### config.mk
export PLATFORM = sky130hd
export DESIGN_NAME = multicycle_controller_flat
export DESIGN_NICKNAME = d
export VERILOG_FILES = /design/src/rtl/multicycle_controller_if.sv /design/src/rtl/multicycle_controller.sv /design/src/flat_wrapper.sv
export SDC_FILE = /design/constraint.sdc
export NUM_CORES = 1
export LEC_CHECK = 0
export BUFFER_PORTS_ARGS = -buffer_cell sky130_fd_sc_hd__clkbuf_2
export CORE_ASPECT_RATIO = 0.8
export CORE_MARGIN = 2
export CORE_UTILIZATION = 50
export CTS_BUF_LIST = sky130_fd_sc_hd__clkbuf_2
export CTS_CLUSTER_DIAMETER = 30
export DETAILED_ROUTE_END_ITERATION = 8
export PLACE_DENSITY_LB_ADDON = 0.15
export SLEW_MARGIN = 20
export SYNTH_ARGS = -nofsm -noshare
export SYNTH_HDL_FRONTEND = slang
export SYNTH_SLANG_ARGS = --single-unit
### constraint.sdc
create_clock -name clk -period 5.7 [get_ports clk]
set_input_delay 0.285 -clock clk [delete_from_list [all_inputs] [get_ports clk]]
set_output_delay 0.285 -clock clk [all_outputs]
set_load 0.005 [all_outputs]
### src/rtl/multicycle_controller_if.sv
// rtl/multicycle_controller_if.sv - decoder/memory handshake and status bundle for the multi-cycle controller
interface multicycle_controller_if #(
   parameter int CNT_W = 32
);
   logic [6:0]       in_opcode;
   logic             in_reg_write;
   logic             in_mem_write;
   logic             in_ebreak;
   logic             in_imem_ready;
   logic             in_dmem_ready;
   logic             in_resume;
   logic             out_imem_req;
   logic             out_ir_write;
   logic             out_dmem_req;
   logic             out_dmem_we;
   logic             out_rf_write;
   logic             out_pc_write;
   logic             out_halted;
   logic             out_fault;
   logic [1:0]       out_fault_code;
   logic [2:0]       out_state;
   logic [CNT_W-1:0] out_instret;
   logic [CNT_W-1:0] out_cycles;

   modport master (
      input  in_opcode, in_reg_write, in_mem_write, in_ebreak,
             in_imem_ready, in_dmem_ready, in_resume,
      output out_imem_req, out_ir_write, out_dmem_req, out_dmem_we,
             out_rf_write, out_pc_write, out_halted, out_fault,
             out_fault_code, out_state, out_instret, out_cycles
   );

   modport slave (
      output in_opcode, in_reg_write, in_mem_write, in_ebreak,
             in_imem_ready, in_dmem_ready, in_resume,
      input  out_imem_req, out_ir_write, out_dmem_req, out_dmem_we,
             out_rf_write, out_pc_write, out_halted, out_fault,
             out_fault_code, out_state, out_instret, out_cycles
   );
endinterface

### src/rtl/multicycle_controller.sv
// rtl/multicycle_controller.sv - FETCH/DECODE/EXEC/MEM/WB sequencer with halt, fault, timeout and counters
module multicycle_controller #(
   parameter int CNT_W   = 32,
   parameter int TIMEOUT = 255
) (
   input  logic                   clk,
   input  logic                   rst,
   multicycle_controller_if.master bus
);
   typedef enum logic [2:0] {
      S_FETCH  = 3'd0,
      S_DECODE = 3'd1,
      S_EXEC   = 3'd2,
      S_MEM    = 3'd3,
      S_WB     = 3'd4,
      S_HALT   = 3'd5,
      S_FAULT  = 3'd6
   } state_t;

   localparam logic [6:0] OP_LOAD = 7'b0000011;
   localparam logic [6:0] OP_ENV  = 7'b1110011;
   localparam int WAIT_W = (TIMEOUT > 2) ? $clog2(TIMEOUT) : 1;
   localparam logic [WAIT_W-1:0] WAIT_LAST = WAIT_W'(TIMEOUT - 1);

   state_t            state_q;
   logic [1:0]        fault_code_q;
   logic [WAIT_W-1:0] wait_q;
   logic [CNT_W-1:0]  instret_q;
   logic [CNT_W-1:0]  cycles_q;

   logic legal;
   logic is_load;
   logic timeout_hit;
   logic retire;

   always_comb begin
      legal = 1'b0;
      case (bus.in_opcode)
         7'b0110011, 7'b0010011, 7'b0000011, 7'b0100011, 7'b1100011,
         7'b1101111, 7'b1100111, 7'b0110111, 7'b0010111, 7'b1110011: legal = 1'b1;
         default: legal = 1'b0;
      endcase
   end

   assign is_load     = (bus.in_opcode == OP_LOAD);
   assign timeout_hit = (TIMEOUT != 0) && (wait_q == WAIT_LAST);

   // Strobes are a function of the current state and the live handshakes.
   always_comb begin
      bus.out_imem_req = 1'b0;
      bus.out_ir_write = 1'b0;
      bus.out_dmem_req = 1'b0;
      bus.out_dmem_we  = 1'b0;
      bus.out_rf_write = 1'b0;
      bus.out_pc_write = 1'b0;
      retire           = 1'b0;
      case (state_q)
         S_FETCH: begin
            bus.out_imem_req = 1'b1;
            bus.out_ir_write = bus.in_imem_ready;
         end
         S_MEM: begin
            bus.out_dmem_req = 1'b1;
            bus.out_dmem_we  = bus.in_mem_write;
            bus.out_pc_write = bus.in_dmem_ready & bus.in_mem_write;
            retire           = bus.in_dmem_ready & bus.in_mem_write;
         end
         S_WB: begin
            bus.out_rf_write = bus.in_reg_write;
            bus.out_pc_write = 1'b1;
            retire           = 1'b1;
         end
         S_HALT: begin
            bus.out_pc_write = bus.in_resume;
            retire           = bus.in_resume;
         end
         default: ;
      endcase
   end

   always_ff @(posedge clk or posedge rst) begin
      if (rst) begin
         state_q      <= S_FETCH;
         fault_code_q <= 2'd0;
         wait_q       <= '0;
         instret_q    <= '0;
         cycles_q     <= '0;
      end else begin
         if (state_q != S_HALT && state_q != S_FAULT) cycles_q <= cycles_q + CNT_W'(1);
         if (retire) instret_q <= instret_q + CNT_W'(1);
         case (state_q)
            S_FETCH: begin
               if (bus.in_imem_ready) begin
                  state_q <= S_DECODE;
               end else if (timeout_hit) begin
                  state_q      <= S_FAULT;
                  fault_code_q <= 2'd2;
               end else begin
                  wait_q <= wait_q + WAIT_W'(1);
               end
            end
            S_DECODE: begin
               if (bus.in_opcode == OP_ENV) begin
                  state_q <= S_HALT;
               end else if (!legal) begin
                  state_q      <= S_FAULT;
                  fault_code_q <= 2'd1;
               end else begin
                  state_q <= S_EXEC;
               end
            end
            S_EXEC: begin
               if (is_load || bus.in_mem_write) begin
                  state_q <= S_MEM;
                  wait_q  <= '0;
               end else begin
                  state_q <= S_WB;
               end
            end
            S_MEM: begin
               if (bus.in_dmem_ready) begin
                  state_q <= bus.in_mem_write ? S_FETCH : S_WB;
                  wait_q  <= '0;
               end else if (timeout_hit) begin
                  state_q      <= S_FAULT;
                  fault_code_q <= 2'd3;
               end else begin
                  wait_q <= wait_q + WAIT_W'(1);
               end
            end
            S_WB: begin
               state_q <= S_FETCH;
               wait_q  <= '0;
            end
            S_HALT: begin
               if (bus.in_resume) begin
                  state_q <= S_FETCH;
                  wait_q  <= '0;
               end
            end
            default: state_q <= S_FAULT;
         endcase
      end
   end

   assign bus.out_state      = state_q;
   assign bus.out_halted     = (state_q == S_HALT);
   assign bus.out_fault      = (state_q == S_FAULT);
   assign bus.out_fault_code = fault_code_q;
   assign bus.out_instret    = instret_q;
   assign bus.out_cycles     = cycles_q;
endmodule

### src/flat_wrapper.sv
// flat-port wrapper written by rule: the top's interface ports become plain ports
module multicycle_controller_flat 
#(
   parameter int CNT_W   = 32,
   parameter int TIMEOUT = 255
)
  (clk, rst, bus_in_opcode, bus_in_reg_write, bus_in_mem_write, bus_in_ebreak, bus_in_imem_ready, bus_in_dmem_ready, bus_in_resume, bus_out_imem_req, bus_out_ir_write, bus_out_dmem_req, bus_out_dmem_we, bus_out_rf_write, bus_out_pc_write, bus_out_halted, bus_out_fault, bus_out_fault_code, bus_out_state, bus_out_instret, bus_out_cycles);
  multicycle_controller_if #(.CNT_W(CNT_W)) bus_i ();
  input  logic clk;
  input  logic rst;
  input wire logic [$bits(bus_i.in_opcode)-1:0] bus_in_opcode;
  input wire logic [$bits(bus_i.in_reg_write)-1:0] bus_in_reg_write;
  input wire logic [$bits(bus_i.in_mem_write)-1:0] bus_in_mem_write;
  input wire logic [$bits(bus_i.in_ebreak)-1:0] bus_in_ebreak;
  input wire logic [$bits(bus_i.in_imem_ready)-1:0] bus_in_imem_ready;
  input wire logic [$bits(bus_i.in_dmem_ready)-1:0] bus_in_dmem_ready;
  input wire logic [$bits(bus_i.in_resume)-1:0] bus_in_resume;
  output wire logic [$bits(bus_i.out_imem_req)-1:0] bus_out_imem_req;
  output wire logic [$bits(bus_i.out_ir_write)-1:0] bus_out_ir_write;
  output wire logic [$bits(bus_i.out_dmem_req)-1:0] bus_out_dmem_req;
  output wire logic [$bits(bus_i.out_dmem_we)-1:0] bus_out_dmem_we;
  output wire logic [$bits(bus_i.out_rf_write)-1:0] bus_out_rf_write;
  output wire logic [$bits(bus_i.out_pc_write)-1:0] bus_out_pc_write;
  output wire logic [$bits(bus_i.out_halted)-1:0] bus_out_halted;
  output wire logic [$bits(bus_i.out_fault)-1:0] bus_out_fault;
  output wire logic [$bits(bus_i.out_fault_code)-1:0] bus_out_fault_code;
  output wire logic [$bits(bus_i.out_state)-1:0] bus_out_state;
  output wire logic [$bits(bus_i.out_instret)-1:0] bus_out_instret;
  output wire logic [$bits(bus_i.out_cycles)-1:0] bus_out_cycles;
  assign bus_i.in_opcode = bus_in_opcode;
  assign bus_i.in_reg_write = bus_in_reg_write;
  assign bus_i.in_mem_write = bus_in_mem_write;
  assign bus_i.in_ebreak = bus_in_ebreak;
  assign bus_i.in_imem_ready = bus_in_imem_ready;
  assign bus_i.in_dmem_ready = bus_in_dmem_ready;
  assign bus_i.in_resume = bus_in_resume;
  assign bus_out_imem_req = bus_i.out_imem_req;
  assign bus_out_ir_write = bus_i.out_ir_write;
  assign bus_out_dmem_req = bus_i.out_dmem_req;
  assign bus_out_dmem_we = bus_i.out_dmem_we;
  assign bus_out_rf_write = bus_i.out_rf_write;
  assign bus_out_pc_write = bus_i.out_pc_write;
  assign bus_out_halted = bus_i.out_halted;
  assign bus_out_fault = bus_i.out_fault;
  assign bus_out_fault_code = bus_i.out_fault_code;
  assign bus_out_state = bus_i.out_state;
  assign bus_out_instret = bus_i.out_instret;
  assign bus_out_cycles = bus_i.out_cycles;
  multicycle_controller #(.CNT_W(CNT_W), .TIMEOUT(TIMEOUT)) u_core (.clk(clk), .rst(rst), .bus(bus_i));
endmodule
==> key figures <==
Clocking
  – CTS tree: built
  – CTS Buf Count: 9
  – Hold bufs inserted after CTS: 0
  – H-tree depth: 3
  – Post-CTS Resized: 0
  – Clk buf depth: 2
  – Postcts setup bufs: 0
  – Worst-skew pair later-pin latency: ~490 ps
  – Clock sinks: 77
  – Root Buffer: clkbuf_2
  – Register clock-pin slew on the reported worst setup and hold paths: ~220 ps

Global routing
  – Vias in the first global route: 2644
  – Pin count of the biggest net entering global routing: 78
  – First-pass GRT wire length: between 10000 and 15000 um
  – GR Util All Layers: around a fifth
  – Congestion Overflow GR: 0
  – Initial antenna violation count: 0

Floorplanning
  – Chip Width: roughly 100 um
  – CORE AREA: roughly 7400 um^2
  – Core Rows: 28
  – Initial Util: 51.2%
  – Total I/O pin count: 92
  – Chip Height: 81.7 um
  – Die area: 8250 um^2

Synthesis
  – Syn nets: around 380
  – Synth Warn #: 0
  – Ys flop type: dfrtp_1
  – EDFF count, synth: 0
  – Async S/R FF share, synth: 100%
  – Sequential-to-total area share from yosys stat: 51.1%
  – Flops & latches, synth: 77
  – Synth Cell Area: 3770 um^2
  – Cells after synthesis: approximately 360
  – Synth unique cells: 41
  – Mean Syn Cell Area: between 10 and 15 um^2

Setup path
  – Reg2reg start: u_core.bus.out_state[0]$_DFFE_PP0N_
  – Data required time of the worst path: 5410 ps
  – R2r setup slk: 3280 ps
  – Worst setup EP type: output pin
  – CP cell instances: nor2b_1 -> o22a_1 -> inv_1 -> clkbuf_2
  – Family with the most delay on the worst path: flip-flops
  – CP Max Fanout: 17
  – Crit path DAT: between 2000 and 2500 ps
  – CP startpoint: u_core.bus.out_state[0]$_DFFE_PP0N_
  – Slowest Stage Delay on Critical Path: between 700 and 800 ps
  – Reg-to-Reg End: u_core.bus.out_instret[29]$_DFFE_PP0P_
  – Buf/Inv on CP: 2
  – Critical path class: reg -> out
  – Reg2Reg Depth: 5
  – Startpoint types: flip-flop
  – Slowest CP cell: dfrtp_1

Timing
  – Final count of negative-setup-slack endpoints: 0
  – Relative slew slack: about 36%
  – Final period utilization: 42.9%
  – Worst Clk Skew: roughly 25 ps
  – Setup TNS: 0 ps
  – Unrepaired setup endpoints after global routing: no
  – Worst Tran Pin Value: 960 ps
  – Worst hold slack: ~45 ps
  – Fmax: slightly above 400 MHz
  – Min Tclk post-route: approximately 2400 ps
  – Final hold violation count: 0
  – Pins Over Slew Limit: 0

Placement
  – Dpl hpwl: 5580 um
  – GP Congestion: 0.877
  – Port bufs: 90

Detailed routing
  – Initial DRT Pass Iterations: 4
  – # DRC: 0
  – Antenna-violating nets left: 0
  – Total routed wirelength: between 7000 and 8000 um
  – Via/cell ratio: roughly 5.4
  – Initial DRC Count: ~140
  – Routed length per instance: 14.1 um
  – Vias: roughly 3000

Cells and area
  – Share of cells above drive strength 1: approximately a quarter
  – Final Net Count: about 480
  – Diode count: 0
  – Area grow syn2layout: 17.1%

Worst hold path
  – Hold Path Class: in -> async

Power and ir drop
  – Reg power frac: around 50%
  – Worst VDD drop: approximately 0.20 mV
  – Psw: approximately 0.57 mW
  – Power per cell area: about 340 nW/um^2
  – Gate power share: a little under a third
  – Power, Total: roughly 1.5 mW
  – Clock Power Share: between 10% and 20%
  – Leak Pwr: around 2.2 nW
  – Net Sw Frac: ~38%
  – Int Power: approximately 0.95 mW

Run
  – Max-Cap Viols: 0

Outcome
  – Outcome: finished clean
-- tightest hold or removal path: stages --
cell and delay [ps]:
clkbuf_2 90, inv_2 40, buf_4 720
-- how the worst max path moves through the flow --
| stage | to | slack [ps] | depth (start not counted) |
|---|---|---|---|
| 2_1_floorplan | u_core.bus.out_cycles[0]$_DFFE_PP0P_ | 3450 | 1 |
| 3_3_place_gp | u_core.bus.out_instret[31]$_DFFE_PP0P_ | 3340 | 5 |
| 3_5_place_dp | u_core.bus.out_instret[29]$_DFFE_PP0P_ | 3300 | 5 |
| 4_1_cts | bus_out_pc_write | 3190 | 4 |
| 5_1_grt | bus_out_pc_write | 3050 | 4 |
| 6_report | bus_out_pc_write | 3250 | 4 |
-- synthesized netlist by cell type (3+ instances only) --
library cell / number / share of area, %
xnor2_1: 45 / 10
a21oi_1: 15 / 2.0
ha_1: 4 / 1.3
a31o_2: 4 / 0.93
buf_2: 3 / 0.40
nor2_1: 21 / 2.1
xor2_1: 18 / 4.2
nor3_1: 12 / 1.6
nand2b_1: 3 / 0.50
nor3b_1: 3 / 0.60
inv_1: 11 / 1.1
mux2_2: 3 / 0.90
nand3_1: 30 / 4.0
nand3b_1: 5 / 1.0
and4_1: 6 / 1.4
nand4_1: 13 / 2.2
o21ai_0: 5 / 0.66
clkbuf_1: 6 / 0.60
dfrtp_1: 77 / 51
and2_1: 5 / 0.83
nand2_1: 32 / 3.2
nor4_1: 3 / 0.50
and3_1: 15 / 2.5
-- registers in the layout, indices dropped and copies added (netlist names) --
name and flops:
u_core.bus.out_state 3, u_core.bus.out_fault_code 2, u_core.bus.out_instret 32, u_core.wait_q 8, u_core.bus.out_cycles 32
-- stage by stage --
stage	worst slack [ps]	area (um^2)	std cells	util [%]
after floorplan	3450	3770	363	-
after global placement	3340	4300	535	58.5
after detailed placement	3300	4300	535	58.5
after CTS	3190	4410	551	60.0
after global routing	3050	4410	551	60.0
final	3250	4410	551	60.0
-- cells in the final DEF (no fill, tap or decap), types with 10 or more instances in the layout --
cell type	count
clkbuf_2	99
dfrtp_1	77
xnor2_1	45
nand2_1	32
nand3_1	30
nor2_1	21
xor2_1	18
and3_1	15
a21oi_1	15
nand4_1	13
nor3_1	12
inv_1	10
-- cell type report --
cell class / count / area (um^2)
Tap cell: 90 / 113
Clock buffer: 9 / 45.0
Multi-Input combinational cell: 266 / 1760
Sequential cell: 77 / 1930
Clock inverter: 7 / 66.3
Timing Repair Buffer: 91 / 458
Inverter: 11 / 41.3
Fill cell: 653 / 2940
-- cell families (layout without fill, tap and decap cells) --
logic type      Yosys count  after routing  synth area share (%)
simple gates            157            157                  23.0
mux                       4              4                  1.16
fa+ha+maj                 4              4                  1.33
flops                    77             77                  51.1
xor+xnor                 63             63                  14.6
compound gates           38             38                  6.64
buf+inv                  20            118                  2.09
-- metal layers --
metal | vias to the layer above | part of all wire [%] | track usage, %
met1 | 1447 | 48 | 27.6
met2 | 82 | 46 | 28.6
met5 | - | 0 | 0
li1 | 1461 | - | -
met4 | 0 | 0.64 | 5.27
met3 | 7 | 5.5 | 5.70
-- power groups by stage --
stage | Clock [mW] | Sequential [mW] | Combinational [mW]
floorplan | 0 | 0.727 | 0.351
global placement | 0 | 0.760 | 0.466
detailed placement | 0 | 0.766 | 0.478
CTS | 0.302 | 0.756 | 0.480
global route | 0.321 | 0.775 | 0.528
finish | 0.288 | 0.757 | 0.473
(Power assumes the default switching activity.)
